**src/rtl/spi_debug_bridge.sv**
```systemverilog
// spi_debug_bridge
//   SPI-slave (mode 0) debug port. Each host frame of 1+ADDR_W+DATA_W bits
//   ({wr, addr, data}, MSB first) becomes one read/write request on the debug
//   memory bus. The status word {busy, ovf, zeros, rdata_hold} is returned on
//   MISO during the following frame.
//
//   Optional feature: define SPI_DBG_AUTOINC_EN so that the 2nd and later
//   frames within one chip-select assertion use an auto-incremented address
//   (previous request address + 1) instead of their own addr field.
//
// Ports
//   clk, rst_n          system clock, asynchronous active-low reset
//   spi_clk/cs/mosi     SPI pins, asynchronous to clk (sclk <= clk/8)
//   spi_miso            status word out, MSB first, 0 while cs is high
//   dbg_addr/wdata/wr   request fields, stable while dbg_req is high
//   dbg_req             request valid, held until dbg_ack
//   dbg_ack, dbg_rdata  request accepted; read data valid with the ack
module spi_debug_bridge #(
  parameter int ADDR_W = 15,
  parameter int DATA_W = 16,
  parameter int SYNC   = 2
) (
  input  logic              clk,
  input  logic              rst_n,
  input  logic              spi_clk,
  input  logic              spi_cs,
  input  logic              spi_mosi,
  output logic              spi_miso,
  output logic [ADDR_W-1:0] dbg_addr,
  output logic [DATA_W-1:0] dbg_wdata,
  output logic              dbg_wr,
  output logic              dbg_req,
  input  logic              dbg_ack,
  input  logic [DATA_W-1:0] dbg_rdata
);

  localparam int FW = 1 + ADDR_W + DATA_W;
  localparam int CW = $clog2(FW);
  localparam logic [CW-1:0] LAST_BIT = CW'(FW - 1);

  typedef enum logic [1:0] {IDLE, SHIFT, ISSUE, WAIT} state_t;

  state_t state, state_nx;

  logic [SYNC-1:0]   sclk_sync, cs_sync, mosi_sync;
  logic              sclk_q, cs_q, mosi_q;
  logic              sclk_d, cs_d;
  logic              sclk_rise, sclk_fall, cs_fall;

  logic [CW-1:0]     bit_cnt;
  logic [FW-2:0]     rx;
  logic [FW-1:0]     frame;
  logic [ADDR_W-1:0] frame_addr, addr_sel;
  logic              frame_done, accept, drop;

  logic [FW-1:0]     tx;
  logic              tx_ovf;
  logic              ovf;
  logic [DATA_W-1:0] rdata_hold;
  logic [FW-1:0]     status;
  logic              tx_load;

  assign sclk_q = sclk_sync[SYNC-1];
  assign cs_q   = cs_sync[SYNC-1];
  assign mosi_q = mosi_sync[SYNC-1];

  assign sclk_rise = sclk_q & ~sclk_d & ~cs_q;
  assign sclk_fall = ~sclk_q & sclk_d & ~cs_q;
  assign cs_fall   = ~cs_q & cs_d;

  assign frame_done = sclk_rise & (bit_cnt == LAST_BIT);
  assign frame      = {rx, mosi_q};
  assign frame_addr = frame[FW-2:DATA_W];

  // A frame completing while a request is still outstanding is dropped.
  assign accept = frame_done & (state == IDLE || state == SHIFT);
  assign drop   = frame_done & (state == ISSUE || state == WAIT);

  assign dbg_req = (state == ISSUE) || (state == WAIT);

  assign status = {dbg_req, ovf, {(ADDR_W-1){1'b0}}, rdata_hold};
  // Reload at cs fall, and at the first sclk fall after a full frame so that
  // back-to-back frames in one cs assertion each carry a fresh status word.
  assign tx_load = cs_fall | (sclk_fall & (bit_cnt == '0));

  assign spi_miso = ~cs_q & tx[FW-1];

`ifdef SPI_DBG_AUTOINC_EN
  logic [ADDR_W-1:0] addr_ptr;
  logic              first_frame;

  assign addr_sel = first_frame ? frame_addr : addr_ptr;

  always_ff @(posedge clk or negedge rst_n) begin
    if (!rst_n) begin
      addr_ptr    <= '0;
      first_frame <= 1'b1;
    end else begin
      if (cs_fall)
        first_frame <= 1'b1;
      else if (frame_done)
        first_frame <= 1'b0;
      if (accept)
        addr_ptr <= addr_sel + ADDR_W'(1);
    end
  end
`else
  assign addr_sel = frame_addr;
`endif

  // Input synchronizers and edge-detect history; cs idles high.
  always_ff @(posedge clk or negedge rst_n) begin
    if (!rst_n) begin
      sclk_sync <= '0;
      cs_sync   <= '1;
      mosi_sync <= '0;
      sclk_d    <= 1'b0;
      cs_d      <= 1'b1;
    end else begin
      sclk_sync <= {sclk_sync[SYNC-2:0], spi_clk};
      cs_sync   <= {cs_sync[SYNC-2:0], spi_cs};
      mosi_sync <= {mosi_sync[SYNC-2:0], spi_mosi};
      sclk_d    <= sclk_q;
      cs_d      <= cs_q;
    end
  end

  // Receive path and request capture.
  always_ff @(posedge clk or negedge rst_n) begin
    if (!rst_n) begin
      bit_cnt   <= '0;
      rx        <= '0;
      dbg_addr  <= '0;
      dbg_wdata <= '0;
      dbg_wr    <= 1'b0;
    end else begin
      if (cs_fall)
        bit_cnt <= '0;
      else if (sclk_rise)
        bit_cnt <= (bit_cnt == LAST_BIT) ? '0 : bit_cnt + CW'(1);
      if (sclk_rise)
        rx <= {rx[FW-3:0], mosi_q};
      if (accept) begin
        dbg_wr    <= frame[FW-1];
        dbg_addr  <= addr_sel;
        dbg_wdata <= frame[DATA_W-1:0];
      end
    end
  end

  // Transmit path, read-data hold and sticky overflow.
  always_ff @(posedge clk or negedge rst_n) begin
    if (!rst_n) begin
      tx         <= '0;
      tx_ovf     <= 1'b0;
      ovf        <= 1'b0;
      rdata_hold <= '0;
    end else begin
      if (tx_load) begin
        tx     <= status;
        tx_ovf <= ovf;
      end else if (sclk_fall) begin
        tx <= {tx[FW-2:0], 1'b0};
      end else if (frame_done) begin
        tx_ovf <= 1'b0;
      end
      // A new drop wins over clearing by a fully shifted-out ovf word.
      if (drop)
        ovf <= 1'b1;
      else if (frame_done && tx_ovf)
        ovf <= 1'b0;
      if (dbg_req && dbg_ack && !dbg_wr)
        rdata_hold <= dbg_rdata;
    end
  end

  always_ff @(posedge clk or negedge rst_n) begin
    if (!rst_n)
      state <= IDLE;
    else
      state <= state_nx;
  end

  always_comb begin
    state_nx = state;
    unique case (state)
      IDLE:  if (accept) state_nx = ISSUE;
             else if (!cs_q) state_nx = SHIFT;
      SHIFT: if (accept) state_nx = ISSUE;
             else if (cs_q) state_nx = IDLE;
      ISSUE: if (dbg_ack) state_nx = cs_q ? IDLE : SHIFT;
             else state_nx = WAIT;
      WAIT:  if (dbg_ack) state_nx = cs_q ? IDLE : SHIFT;
      default: state_nx = IDLE;
    endcase
  end

endmodule

```
**config.mk**
```make
export PLATFORM = sky130hd
export DESIGN_NAME = spi_debug_bridge
export DESIGN_NICKNAME = d
export VERILOG_FILES = /design/src/rtl/spi_debug_bridge.sv
export SDC_FILE = /design/constraint.sdc
export NUM_CORES = 1
export LEC_CHECK = 0
export ABC_AREA = 1
export CORE_ASPECT_RATIO = 0.75
export CORE_MARGIN = 3
export CORE_UTILIZATION = 56
export DETAILED_ROUTE_END_ITERATION = 6
export PLACE_DENSITY = 0.79
export SLEW_MARGIN = 40
export SYNTH_ARGS = -nofsm -noshare
export SYNTH_HDL_FRONTEND = slang
export SYNTH_SLANG_ARGS = --single-unit
```
**constraint.sdc**
```tcl
create_clock -name clk -period 2.2 [get_ports clk]
set_input_delay 0.44 -clock clk [delete_from_list [all_inputs] [get_ports clk]]
set_output_delay 0.44 -clock clk [all_outputs]
set_load 0.03 [all_outputs]
```
---- Word level (Yosys, flattened, before mapping) ----
Cells that the tools add are included.
storage, ports and cells
  flip-flop bits (word level) ............. 128
  word-level logic and storage cells ...... 70
operators by class
  add/subtract/negate cells ............... 1
  equal/unequal tests ..................... 8
  multiplexer cells ....................... 18
  bitwise operators ....................... 14
  reductions and logical operators ........ 14
operator list
  kind                                                 count
  2-to-1 mux 32 bit                                    2
  2-to-1 mux 5 bit                                     3
  2-to-1 mux 2 bit                                     6
  AND 1 bit                                            10
  case mux 2 bit (4 select lines)                      1
  nonzero test 2 bit                                   4
  2-to-1 mux 1 bit                                     6
  != test 3 bit, second input constant                 2
  adder 5 x 1 -> 5 bit, second input constant          1
  equality test 5 bit, second input constant           1
  zero test 5 bit                                      1
  equality test 2 bit, second input constant           2
  logical AND 1 bit                                    3
  inverter 1 bit                                       3
  AND reduction 3 bit                                  1
  equality test 2 x 1 -> 1 bit, second input constant  1
  zero test 2 bit                                      1
  logical OR 1 bit                                     2
  != test 2 x 1 -> 1 bit, second input constant        1
  != test 2 bit, second input constant                 1
  AND reduction 2 bit                                  1
  zero test 1 bit                                      1
  bitwise OR 1 bit                                     1

---- Logic depth before layout (Yosys ltp) ----
Gate-level depths: netlist of the first run.
  word-level depth ........................ 7
  gate-level depth with buffers ........... 10
  depth with buffers taken out ............ 9

---- Least setup slack after synthesis of the first run ----
OpenSTA, ideal clock, no wires.
  kind .................................... reg2reg
  start ................................... register bit_cnt[0]
  end ..................................... register state[1]
  data arrival time ....................... 1,423 ps
  data required time ...................... 2,073 ps
  path slack .............................. 650 ps
  cell stages (with the launch flop) ...... 10
  buffers on the path ..................... 1
  path through ............................ dfrtp_1 > ha_1 > nand2_1 > nor2_1 > ha_1 > inv_1 > nor2_4 > nand2_4 > buf_6 > nand3_1
between the ends
  cells in the longest elaborated chain, start to end .. 5
  elaborated cells between the ends (all ways) .. 9
  classes of those cells .................. eq/ne (3); mux (3); bitwise (2); reduce/logical (1)
ends and longest elaborated chain
  what                                                                    line  text
  start: declaration                                                      50    logic [CW-1:0] bit_cnt;
  start signal: assignment                                                140   bit_cnt <= (bit_cnt == LAST_BIT) ? '0 : bit_cnt + CW'(1);
  equality test 5 bit (*)                                                 71    assign frame_done = sclk_rise & (bit_cnt == LAST_BIT);
  AND 1 bit (*)                                                           71
  AND 1 bit (*)                                                           76    assign accept = frame_done & (state == IDLE || state == SHIFT);
  2-to-1 mux 2 bit, or another cell as far along                          189   SHIFT: if (accept) state_nx = ISSUE;
  case mux 2 bit (4 select lines) or AND reduction 3 bit (tied branches)  n/a
  end signal: assignment                                                  181   state <= state_nx;
  end: declaration                                                        43    state_t state, state_nx;
Every way passes the cells marked *; elsewhere a longest branch is shown, timed or not.
A chain may end at the register's enable or synchronous reset.

---- Final worst setup path of the first run ----
  start ................................... register cs_sync[1]
  end ..................................... output spi_miso
between the ends
  cells in the longest elaborated chain, start to end .. 2
ends and longest elaborated chain
  what                      line  text
  start: declaration        45    logic [SYNC-1:0] sclk_sync, cs_sync, mosi_sync;
  start signal: assignment  121   cs_sync <= {cs_sync[SYNC-2:0], spi_cs};
  inverter 1 bit            86    assign spi_miso = ~cs_q & tx[FW-1];
  AND 1 bit                 86
  end: declaration          28    output logic spi_miso,
No other way between the ends.

==> run summary, run 1 <==
max-slew violations: 0
Worst Max-Slew Pin Slew: 542.6 ps
Root Driver: clkbuf_16
clock-pin slew on the worst setup and hold paths: 50 ps
Power Total: 6.105 mW
VDD IR max: 0.0006437 V
P per Cell Area: 922.1 mW/mm^2
setup ws final: 83.55 ps
Avg Cell Area, Syn: 9.321 um^2
sequential power share: 0.436
Num CTS Buffers: 17
Cells after Synth: 580
total track usage: 0.2128
initial antenna violation count: 0
final-report hold violation count: 0
I/O Pins: 56
top-count cell post-synth: nand2_1
sequential fraction of the synthesis area: 0.5931
ys flop type: dfrtp_1
Post-synth top cells: nand2_1, dfrtp_1, inv_1
DRC Markers: 0
crit path kind: flop to primary output
Psw: 1.415 mW
Starting DRT DRC Count: 402
dpl hpwl: 6463 um
Logic pwr share: 0.090
area share of the largest cell type after synthesis: 0.5786
Clock Latency Late Sink: 410 ps
Max-Slew Margin vs Limit: 0.6382
Layout Cells excl Fill: 773
TNS Setup: 0 ps
CTS tree: done
Final Skew: 8.173 ps
Post-Syn Area: 0.005406 mm^2
HP Class: primary input to asynchronous set/reset pin
core box area: 0.009234 mm^2
Post-Route WL: 10640 um
post-cts repair resize count: 0
die area: 0.01088 mm^2
GPL Wtd Cong: 0.7934
Ys Warns: 0
clock buffer depth: 2
worst reg2reg path endpoint: dbg_addr[7]
hold_ws: 19.78 ps
antenna-violating nets left: 0
Startpoint Class: flop
Reg2Reg Launch Point: bit_cnt[0]
status: completed
Tmin final: 2116 ps
Buffers on Ports: 55
GRT Residual Overflow: 0
routed vias/inst: 5.058
first-pass GRT wire length: 18670 um
area leader, netlist: dfrtp_1
vias in the first global route: 3974
# setup viols final: 0
RSZ-0062 raised after global routing: false
Cell Count Post-Placement: 742
DIE WIDTH: 119.5 um
largest net degree at the start of global routing: 52
Power Internal: 4.690 mW
Sw Ratio: 0.2317
starting density of the core: 0.5855
Worst EP arrival: 1680 ps
Yosys reg bits: 128
post-placement setup slack: 303.6 ps
routed via count: 3910
Clk pwr share: 0.474
post-CTS setup buffers: 0
CP Max Fanout: 6
synthesis-to-layout area growth: 22.45%
fin crit share: 0.9620
Max H-tree Level: 4
number of synthesized flops with an enable pin: 0
R2R setup slack: 260 ps
Max-Cap Viols: 0
syn_nets: 605
ys async rst share: 1.000
Worst setup EP type: primary output
final net count: 658
Sink Count: 128
FMAX: 472.5 MHz
Avg WL per Cell: 13.77 um
die height: 91.09 um
Rows: 30
worst endpoint required time: 1760 ps
share of layout cells above drive strength 1: 0.1225
distinct cell type count after synthesis: 23
Diodes inserted: 0
DRT Pass-1 Iters: 5
Post-CTS Hold Fix Bufs: 0
Area contributors post-synth: dfrtp_1, nand2_1, nand3_1
Reg2Reg Depth: 10
Lkg Pwr: 3.227 nW
[flip-flops by register name, indices dropped and copies added, names as in the netlist]
register,flops
tx,32
rx,31
dbg_wdata,16
rdata_hold,16
dbg_addr,15
bit_cnt,5
cs_sync,2
mosi_sync,2
sclk_sync,2
state,2
cs_d,1
dbg_wr,1
ovf,1
sclk_d,1
tx_ovf,1
[stage by stage]
stage | cell area, um^2 | utilization
2_1_floorplan | 5406 | -
3_3_place_gp | 6015 | 0.6514
3_5_place_dp | 6015 | 0.6514
4_1_cts | 6620 | 0.7169
5_1_grt | 6620 | 0.7169
6_report | 6620 | 0.7169
[area by class of cell]
class                   instances  area [um^2]
fillers                       686         2614
well taps                     128        160.2
repair buffers                 63        658.1
flip-flops and latches        128         3207
clock buffers                  25        475.5
inverters                      78        292.8
multi-input cells             345         1697
clock inverters                 6        130.1
[how the worst max path moves through the flow]
stage	cells past startpoint	startpoint	slack [ps]	end
2_1_floorplan	9	bit_cnt[0]	650	state[1]
3_3_place_gp	10	bit_cnt[0]	420	dbg_addr[9]
3_5_place_dp	10	bit_cnt[0]	300	dbg_addr[9]
4_1_cts	2	cs_sync[1]	70	spi_miso
5_1_grt	2	cs_sync[1]	40	spi_miso
6_report	2	cs_sync[1]	80	spi_miso
[cell families (layout without fill, tap and decap cells)]
family / Yosys count / after routing / share of synthesized area
fa+ha+maj: 3 / 3 / 0.006944
simple gates: 258 / 258 / 0.2071
buf+inv: 107 / 172 / 0.09303
flops: 128 / 128 / 0.5932
compound gates: 84 / 84 / 0.09975
[cells in the final DEF (no fill, tap or decap)]
cell	synthesis	final
a21oi_1	16	16
dfstp_2	3	3
nand2_2	1	1
clkbuf_1	3	6
clkbuf_16	0	17
nor3_1	1	1
o21ai_2	31	31
clkbuf_8	0	2
clkdlybuf4s50_1	0	54
nand2_1	159	159
buf_4	10	5
o21ai_1	4	4
bufinv_16	0	4
buf_12	0	4
nand3_4	1	1
ha_1	3	3
nand3_1	61	61
o21ai_0	32	32
dfrtp_1	125	125
inv_2	3	3
nor2_1	24	24
clkinv_2	0	2
nand4_1	5	5
nand2_4	5	5
inv_1	75	75
a21boi_0	1	1
nor2_4	1	1
[per-layer routing]
metal / vias up / track usage / share of wire
met3: 12 / 0.05479 / 0.043
met1: 1880 / 0.2883 / 0.45
met5: - / 0 / 0
met2: 97 / 0.3289 / 0.49
li1: 1921 / - / -
met4: 0 / 0.08866 / 0.012
[critical path: stages (launching register included)]
cell             delay (ps)
dfstp_2                 600
nor2_1                   80
clkdlybuf4s50_1         590
[power by group through the flow]
stage	clock, mW	combinational, mW	sequential (mW)
final	2.89	0.547	2.66
after global routing	3.05	0.638	2.69
after CTS	2.93	0.552	2.66
after detailed placement	0	0.539	2.69
after global placement	0	0.514	2.68
after floorplan	0	0.381	2.67
Power figures use the tool's default switching activity.
==> run 2, diff against run 1 <==
--- a/config.mk
+++ b/config.mk
@@ -6,6 +6,7 @@
 export NUM_CORES = 1
 export LEC_CHECK = 0
 export ABC_AREA = 1
+export CAP_MARGIN = 20
 export CORE_ASPECT_RATIO = 0.75
 export CORE_MARGIN = 3
 export CORE_UTILIZATION = 56
==> results of run 2 <==
Final layout, timing and power as in run 1 (identical DEF).
